File: config.mk
export PLATFORM = sky130hd
export DESIGN_NAME = sram_port_arbiter
export DESIGN_NICKNAME = d
export VERILOG_FILES = /design/src/rtl/sram_port_arbiter.sv
export SDC_FILE = /design/constraint.sdc
export NUM_CORES = 1
export LEC_CHECK = 0
export ABC_AREA = 1
export CORE_UTILIZATION = 22
export DETAILED_ROUTE_END_ITERATION = 8
export PLACE_DENSITY = 0.89
export REMOVE_ABC_BUFFERS = 1
export SLEW_MARGIN = 40
export SYNTH_ARGS = -nofsm -noshare
export SYNTH_HDL_FRONTEND = slang
export SYNTH_SLANG_ARGS = --single-unit
File: constraint.sdc
create_clock -name clk -period 1.54 [get_ports clk]
set_clock_uncertainty 0.1 [all_clocks]
set_input_delay 0.231 -clock clk [delete_from_list [all_inputs] [get_ports clk]]
set_output_delay 0.231 -clock clk [all_outputs]
set_load 0.03 [all_outputs]
File: src/rtl/sram_port_arbiter.sv
// sram_port_arbiter: round-robin sharing of one single-port SRAM among NUM_REQ requesters.
// Optional burst ownership (lock input, OWNED state) is built only when SRAM_ARB_LOCK_EN is defined;
// otherwise the lock input is ignored and every grant advances the priority pointer.
module sram_port_arbiter #(
    parameter int unsigned NUM_REQ    = 2,
    parameter int unsigned ADDR_WIDTH = 4,
    parameter int unsigned DATA_WIDTH = 8
) (
    input  logic                             clk,
    input  logic                             rst_n,
    input  logic [NUM_REQ-1:0]               req,
    input  logic [NUM_REQ-1:0]               lock,
    input  logic [NUM_REQ-1:0]               we,
    input  logic [NUM_REQ*ADDR_WIDTH-1:0]    addr,
    input  logic [NUM_REQ*DATA_WIDTH-1:0]    wdata,
    output logic [NUM_REQ-1:0]               gnt,
    output logic [NUM_REQ-1:0]               rvalid,
    output logic [DATA_WIDTH-1:0]            rdata,
    output logic                             mem_cs,
    output logic                             mem_we,
    output logic [ADDR_WIDTH-1:0]            mem_addr,
    output logic [DATA_WIDTH-1:0]            mem_wdata,
    input  logic [DATA_WIDTH-1:0]            mem_rdata
);

    localparam int unsigned IDX_W = (NUM_REQ > 1) ? $clog2(NUM_REQ) : 1;
    localparam int unsigned LAST  = NUM_REQ - 1;

    // Wrap-around increment; explicit compare keeps non-power-of-2 counts in range
    function automatic logic [IDX_W-1:0] idx_inc(input logic [IDX_W-1:0] i);
        if (32'(i) >= LAST) begin
            return '0;
        end
        return i + IDX_W'(1);
    endfunction

    logic [IDX_W-1:0]   prio_q;
    logic [NUM_REQ-1:0] rvalid_q;
    logic [NUM_REQ-1:0] rvalid_d;

    logic               win_any;
    logic [IDX_W-1:0]   win_idx;
    logic [IDX_W-1:0]   scan_idx;

    logic               gnt_any;
    logic               gnt_vld;
    logic [IDX_W-1:0]   gnt_idx;

`ifdef SRAM_ARB_LOCK_EN
    typedef enum logic [0:0] {
        IDLE  = 1'b0,
        OWNED = 1'b1
    } state_e;

    state_e           state_q;
    logic [IDX_W-1:0] owner_q;
`else
    logic unused_lock;
    assign unused_lock = ^lock;
`endif

    // Round-robin search: first requester at or after prio_q
    always_comb begin
        win_any  = 1'b0;
        win_idx  = '0;
        scan_idx = prio_q;
        for (int unsigned k = 0; k < NUM_REQ; k++) begin
            if (!win_any && req[scan_idx]) begin
                win_any = 1'b1;
                win_idx = scan_idx;
            end
            scan_idx = idx_inc(scan_idx);
        end
    end

    // Grant select: the owner during a locked burst, otherwise the round-robin winner
    always_comb begin
        gnt_idx = win_idx;
        gnt_any = win_any;
`ifdef SRAM_ARB_LOCK_EN
        if (state_q == OWNED) begin
            gnt_idx = owner_q;
            gnt_any = req[owner_q];
        end
`endif
        gnt_vld = gnt_any & rst_n;
        gnt     = '0;
        if (gnt_vld) begin
            gnt[gnt_idx] = 1'b1;
        end
    end

    // SRAM port mux: granted requester's slices, all zero when idle
    always_comb begin
        mem_cs    = 1'b0;
        mem_we    = 1'b0;
        mem_addr  = '0;
        mem_wdata = '0;
        if (gnt_vld) begin
            mem_cs    = 1'b1;
            mem_we    = we[gnt_idx];
            mem_addr  = addr[32'(gnt_idx)*ADDR_WIDTH +: ADDR_WIDTH];
            mem_wdata = wdata[32'(gnt_idx)*DATA_WIDTH +: DATA_WIDTH];
        end
    end

    assign rvalid_d = gnt & ~we;

    // Read-valid tag, one cycle behind the read grant to match SRAM latency
    always_ff @(posedge clk or negedge rst_n) begin
        if (!rst_n) begin
            rvalid_q <= '0;
        end else begin
            rvalid_q <= rvalid_d;
        end
    end

    assign rvalid = rvalid_q;
    assign rdata  = mem_rdata;

    // Arbitration state: priority pointer and, with locking, burst ownership
    always_ff @(posedge clk or negedge rst_n) begin
        if (!rst_n) begin
            prio_q  <= '0;
`ifdef SRAM_ARB_LOCK_EN
            state_q <= IDLE;
            owner_q <= '0;
`endif
        end else begin
`ifdef SRAM_ARB_LOCK_EN
            case (state_q)
                IDLE: begin
                    if (win_any) begin
                        prio_q <= idx_inc(win_idx);
                        if (lock[win_idx]) begin
                            owner_q <= win_idx;
                            state_q <= OWNED;
                        end
                    end
                end
                OWNED: begin
                    if (!lock[owner_q] || !req[owner_q]) begin
                        state_q <= IDLE;
                    end
                end
                default: state_q <= IDLE;
            endcase
`else
            if (win_any) begin
                prio_q <= idx_inc(win_idx);
            end
`endif
        end
    end

endmodule

==> summary.md, run 1 <==
| Metric | Value |
|---|---|
| Cts bufs inserted | 3 |
| Antenna-violating nets left | 0 |
| PwrDens | 594 nW/um2 |
| Cell count after synthesis | 67 |
| RSZ-0062 raised after global routing | true |
| Horiz. Die Dim | 45.6 um |
| Final WL | 1.74 mm |
| Final Critical Period | 1.53 ns |
| Max Cap Viol | 0 |
| Global-route wire length before repair | 2.57 mm |
| RR Endpoint | rvalid[0] |
| Routability cong. | 0.695 |
| CTS tree | yes |
| Setup_tns | 0 ns |
| Worst setup margin | 0.00631 ns |
| Die area | 2080 um2 |
| Worst slack at placement | -0.219 ns |
| Rel. slew slack | 80.0% |
| Worst setup EP type | primary output |
| Setup violators final | 0 |
| Drt drc | 0 |
| Starting Density | 23.9% |
| Post-DP Area | 850 um2 |
| Leak pwr | 0.482 nW |
| Drt pass-1 iters | 3 |
| Sequential-to-total area share from yosys stat | 18.0% |
| WHS | 0.362 ns |
| Max Fclk | 0.652 GHz |
| Design Area, Final | 965 um2 |
| Core Area | 1750 um2 |
| Clock Latency Late Sink | 0.24 ns |
| Dpl cells | 134 |
| H-tree depth | 1 |
| Slew @ Worst Pin | 0.301 ns |
| Crit path DAT | 1.20 ns |
| GRT Total Usage | 17.3% |
| Status | completed |
| Reg2Reg Setup Slack | 0.46 ns |
| Area Overhead vs Synth | 131% |
| Warning count from the yosys run | 0 |
| Largest net degree at the start of global routing | 15 |
| Worst setup path startpoint | prio_q |
| Antenna Cells | 0 |
| 1st-iter DRT viols | 3 |
| Layout cells sized above 1 | 30.4% |
| Die Height | 45.6 um |
| Grt ovf | 0 |
| Routed len/inst | 12.4 um |
| Ports | 66 |
| DR vias/cell | 4.70 |
| Largest fanout on the critical path | 8 |
| Std cell rows | 15 |
| DP HPWL | 1.21 mm |
| Slew Viols, Final | 0 |
| Type of the worst min-delay path | input pin to primary output |
| Vias in the first global route | 597 |
| Critical Path Sink | mem_wdata[5] |
| WS Path Type | flop to primary output |
| Number of synthesized register bits | 3 |
| Via count | 658 |
| Reg clk slew, reported paths | 0.04 ns |
| Non-filler cells in the finished layout | 140 |
| Nets | 156 |
| Root Driver | clkbuf_4 |
| Max Buffers Root-to-Sink | 2 |
| Worst R2R Path Depth | 6 |
| Port bufs | 47 |
| Mapped Area | 418 um2 |
| # fillers | 164 |
| R2r startpoint | prio_q |
| CP startpoint kind | flop |
| Final hold vios | 0 |
| Syn Area/Cell | 6.24 um2 |
| Yosys cell types | 14 |
| Worst vdd ir | 353 uV |
| Tcrit/Tclk final | 99.6% |
| Number of clock sinks | 3 |
| Critical path required time | 1.21 ns |
| Initial antenna violation count | 0 |
## metal layers
layer	track usage [%]	part of all wire, %	vias up
li1	-	-	324
met1	19.6	40	292
met2	26.3	50	40
met3	7.94	8.7	2
met4	10.3	0.98	0
met5	0	0	-
## cell families (layout without fill, tap and decap cells)
family | Yosys count | after routing | synth area share (%)
buffers and inverters | 16 | 63 | 24.2
AOI/OAI and AO/OA | 1 | 1 | 1.20
and+or+nand+nor | 47 | 48 | 56.6
DFF | 3 | 3 | 18.0
## state kept, by name, indices dropped and copies added, names as in the netlist
register  cells
prio_q        1
rvalid        2
## synth_stat cells
library cell  count  area, um2
buf_4             8       60.1
dfrtp_1           3       75.1
buf_6             1       11.3
clkbuf_1          1       3.75
o21ai_0           1       5.00
buf_2             3       15.0
nor3_1            1       5.00
nand2_2           1       6.26
nand4_1          13       81.3
inv_1             3       11.3
nand3_1          13       65.1
nand2_1          15       56.3
nor2_4            1       11.3
nor2_1            3       11.3
## worst min path at each step
stage | startpoint | endpoint | slack [ns] | depth (start not counted)
after floorplan | rst_n | prio_q | -0.16 | 0
after global placement | mem_rdata[0] | rdata[0] | 0.36 | 0
after detailed placement | mem_rdata[0] | rdata[0] | 0.36 | 0
after CTS | mem_rdata[0] | rdata[0] | 0.36 | 0
after global routing | mem_rdata[5] | rdata[5] | 0.36 | 0
final | mem_rdata[0] | rdata[0] | 0.36 | 0
## through the flow
stage	total power, W	util (%)
global placement	0.000389	48.7
floorplan	0.000220	-
finish	0.000573	55.3
detailed placement	0.000393	48.7
global route	0.000608	55.3
CTS	0.000560	52.9
## power breakdown
| part | total (W) | leakage, nW | internal, W | switching (W) |
|---|---|---|---|---|
| registers | 0.0000873 | 0.0390 | 0.0000854 | 0.00000193 |
| clock network | 0.000142 | 0.0150 | 0.0000973 | 0.0000443 |
| logic | 0.000344 | 0.428 | 0.000167 | 0.000177 |
| total | 0.000573 | 0.482 | 0.000350 | 0.000224 |
## area by class of cell
type / instances / area (um2) / area share, %
Multi-Input combinational cell: 49 / 268 / 27.8
Sequential cell: 3 / 75.1 / 7.78
Inverter: 3 / 11.3 / 1.17
Tap cell: 25 / 31.3 / 3.24
Timing Repair Buffer: 56 / 553 / 57.3
Clock buffer: 4 / 26.3 / 2.72
## placed cells by master (no fill, tap or decap)
master	count
clkdlybuf4s50_1	26
nand2_1	14
nand3_1	13
nand4_1	13
buf_6	13
buf_4	10
dlygate4sd2_1	4
nand2_4	3
clkbuf_4	3
dfrtp_1	3
inv_2	2
nor2_1	2
nor2_2	1
nor2_4	1
nor3_1	1
inv_1	1
o21ai_0	1
clkbuf_1	1
dlygate4sd3_1	1
clkdlybuf4s15_2	1
buf_8	1
## what timing repair did
| action | 4_1_cts | 5_1_grt |
|---|---|---|
| setup endpoints to repair | 18 | 14 |
| gates resized for setup | 18 | 11 |
| buffers inserted | 0 | 0 |
| hold endpoints to repair | 3 | 0 |
| cloned | 1 | 0 |
| pin swaps | 3 | 0 |
| hold buffers | 1 | 0 |
## critical path: stages (launching register included)
cell	delay, ns
dfrtp_1	0.36
inv_2	0.07
nand2_4	0.07
nand2_4	0.13
nand3_1	0.10
nand2_1	0.10
buf_6	0.13
No activity file was read; power rests on OpenSTA's default activity.
==> run 2, diff against run 1 <==
--- a/config.mk
+++ b/config.mk
@@ -8,7 +8,7 @@
 export ABC_AREA = 1
 export CORE_UTILIZATION = 22
 export DETAILED_ROUTE_END_ITERATION = 8
-export PLACE_DENSITY = 0.89
+export PLACE_DENSITY = 0.78
 export REMOVE_ABC_BUFFERS = 1
 export SLEW_MARGIN = 40
 export SYNTH_ARGS = -nofsm -noshare
==> summary.md, run 2 (synthesized netlist as in run 1, its figures left out) <==
| Metric | Value |
|---|---|
| Commonest non-fill, non-tap cell in the layout | clkdlybuf4s50_1 |
| Final WL | 1.87 mm |
| Tcrit/Tclk final | 101% |
| Switching Share | 38.8% |
| Leak pwr | 0.501 nW |
| GRT Total Usage | 18.6% |
| Met1 GRT Util | 19.9% |
| Reg2Reg Setup Slack | 0.42 ns |
| Cts bufs inserted | 3 |
| Die Height | 45.6 um |
| Largest net degree at the start of global routing | 15 |
| Clock Power Share | 23.6% |
| Antenna-violating nets left | 0 |
| Via count | 669 |
| Drt pass-1 iters | 4 |
| RR Endpoint | rvalid[0] |
| DP HPWL | 1.19 mm |
| Max Cap Viol | 0 |
| Worst setup margin | -0.0121 ns |
| Std cell rows | 15 |
| Routed len/inst | 13.2 um |
| Violations in the final reports | negative setup slack |
| Sequential cell area | 75.1 um2 |
| Post-DP Area | 842 um2 |
| WS Path Type | flop to primary output |
| H-tree depth | 1 |
| Starting Density | 23.9% |
| Setup violators final | 5 |
| Core Area | 1750 um2 |
| Largest fanout on the critical path | 7 |
| Type of the worst min-delay path | input pin to flop |
| Critical path required time | 1.21 ns |
| Design Area, Final | 1010 um2 |
| Root Driver | clkbuf_4 |
| Multi-input logic area | 277 um2 |
| Hold Path Stages | 3 |
| Final hold vios | 0 |
| Nets | 158 |
| 1st-iter DRT viols | 6 |
| Number of flip-flops in the largest register | 2 |
| Worst slack at placement | -0.183 ns |
| # fillers | 171 |
| Area Overhead vs Synth | 141% |
| Worst vdd ir | 315 uV |
| Vias in the first global route | 640 |
| Max Buffers Root-to-Sink | 2 |
| Rel. slew slack | 79.9% |
| Reg clk slew, reported paths | 0.04 ns |
| Clock Latency Late Sink | 0.24 ns |
| Worst R2R Path Depth | 6 |
| Setup_tns | -0.0319 ns |
| CP startpoint kind | flop |
| Antenna Cells | 0 |
| Sequential share of power | 14.5% |
| PwrDens | 597 nW/um2 |
| Most frequent cells in the layout | clkdlybuf4s50_1 (26), buf_6 (15), nand2_1 (14) |
| Final core occ | 57.7% |
| Met3 GRT Util | 11.5% |
| Global-route wire length before repair | 2.74 mm |
| Initial antenna violation count | 0 |
| Status | finished, violations left |
| Max Fclk | 0.644 GHz |
| Pint | 0.000369 W |
| Drt drc | 0 |
| Number of clock sinks | 3 |
| Final Critical Period | 1.55 ns |
| R2r startpoint | prio_q |
| Worst Hold Endpoint | rvalid[1] |
| Port bufs | 47 |
| Grt ovf | 0 |
| Comb power frac | 61.8% |
| Crit path DAT | 1.22 ns |
| Slew Viols, Final | 0 |
| Tot Pwr | 0.000602 W |
| Routability cong. | 0.669 |
| Worst setup EP type | primary output |
| Ports | 66 |
| Hold Startpoint | req[1] |
| Switch Pwr | 0.000233 W |
| Slew @ Worst Pin | 0.303 ns |
| Horiz. Die Dim | 45.6 um |
| DR vias/cell | 4.71 |
| CTS tree | yes |
| Layout cells sized above 1 | 31.6% |
| Global-route met2 utilization | 28.9% |
| Die area | 2080 um2 |
| GRT busiest layer | met2 |
| RSZ-0062 raised after global routing | true |
## run 2: critical path, cell delays in order, from the launching register on
cell and delay (ns):
dfrtp_1 0.36, inv_2 0.07, nand2_4 0.10, clkbuf_16 0.18
nand4_1 0.06, nand2_1 0.07, buf_6 0.14
## run 2: power by group through the flow
stage | clock network, W | registers [W] | logic [W]
2_1_floorplan | 0 | 0.0000925 | 0.000128
3_3_place_gp | 0 | 0.0000877 | 0.000301
3_5_place_dp | 0 | 0.0000879 | 0.000303
4_1_cts | 0.000148 | 0.0000875 | 0.000339
5_1_grt | 0.000158 | 0.0000882 | 0.000397
6_report | 0.000142 | 0.0000875 | 0.000372
## run 2: area by class of cell
class	count	area share [%]
clock buffers	4	2.61
well taps	25	3.11
flip-flops and latches	3	7.45
repair buffers	58	58.3
inverters	3	1.12
multi-input cells	49	27.5
## run 2: worst max path at each step
stage / start / to / slack (ns) / cells past startpoint
floorplan: prio_q / gnt[1] / -0.08 / 4
global placement: req[0] / mem_wdata[7] / -0.17 / 6
detailed placement: req[0] / mem_wdata[7] / -0.18 / 6
CTS: prio_q / mem_wdata[4] / 0.006 / 6
global route: prio_q / mem_wdata[6] / -0.09 / 6
finish: prio_q / mem_wdata[2] / -0.01 / 6
## run 2: per-layer routing
metal / share of wire, % / up-vias
li1: - / 331
met1: 36 / 287
met2: 50 / 49
met3: 13 / 2
met4: 0.91 / 0
met5: 0 / -
## run 2: timing repair
action                                  in CTS  in global routing
hold endpoints to repair                     3                  0
buffers inserted                             1                  1
hold buffers                                 1                  0
pin swaps                                    3                 10
cloned                                       1                  1
resized for setup                           25                  7
endpoints found under the setup margin      18                 15
## run 2: stage by stage
stage               hold slack [ns]  cells
finish                        0.317    142
global route                  0.322    142
CTS                           0.362    140
detailed placement            0.362    133
global placement              0.362    133
floorplan                    -0.165     54
==> run 3, diff against run 2 <==
--- a/config.mk
+++ b/config.mk
@@ -7,10 +7,11 @@
 export LEC_CHECK = 0
 export ABC_AREA = 1
 export CORE_UTILIZATION = 22
+export CTS_CLUSTER_DIAMETER = 30
 export DETAILED_ROUTE_END_ITERATION = 8
 export PLACE_DENSITY = 0.78
 export REMOVE_ABC_BUFFERS = 1
-export SLEW_MARGIN = 40
+export SLEW_MARGIN = 15
 export SYNTH_ARGS = -nofsm -noshare
 export SYNTH_HDL_FRONTEND = slang
 export SYNTH_SLANG_ARGS = --single-unit
==> results of run 3 <==
The final DEF is identical to that of run 2; final timing and power are the same.
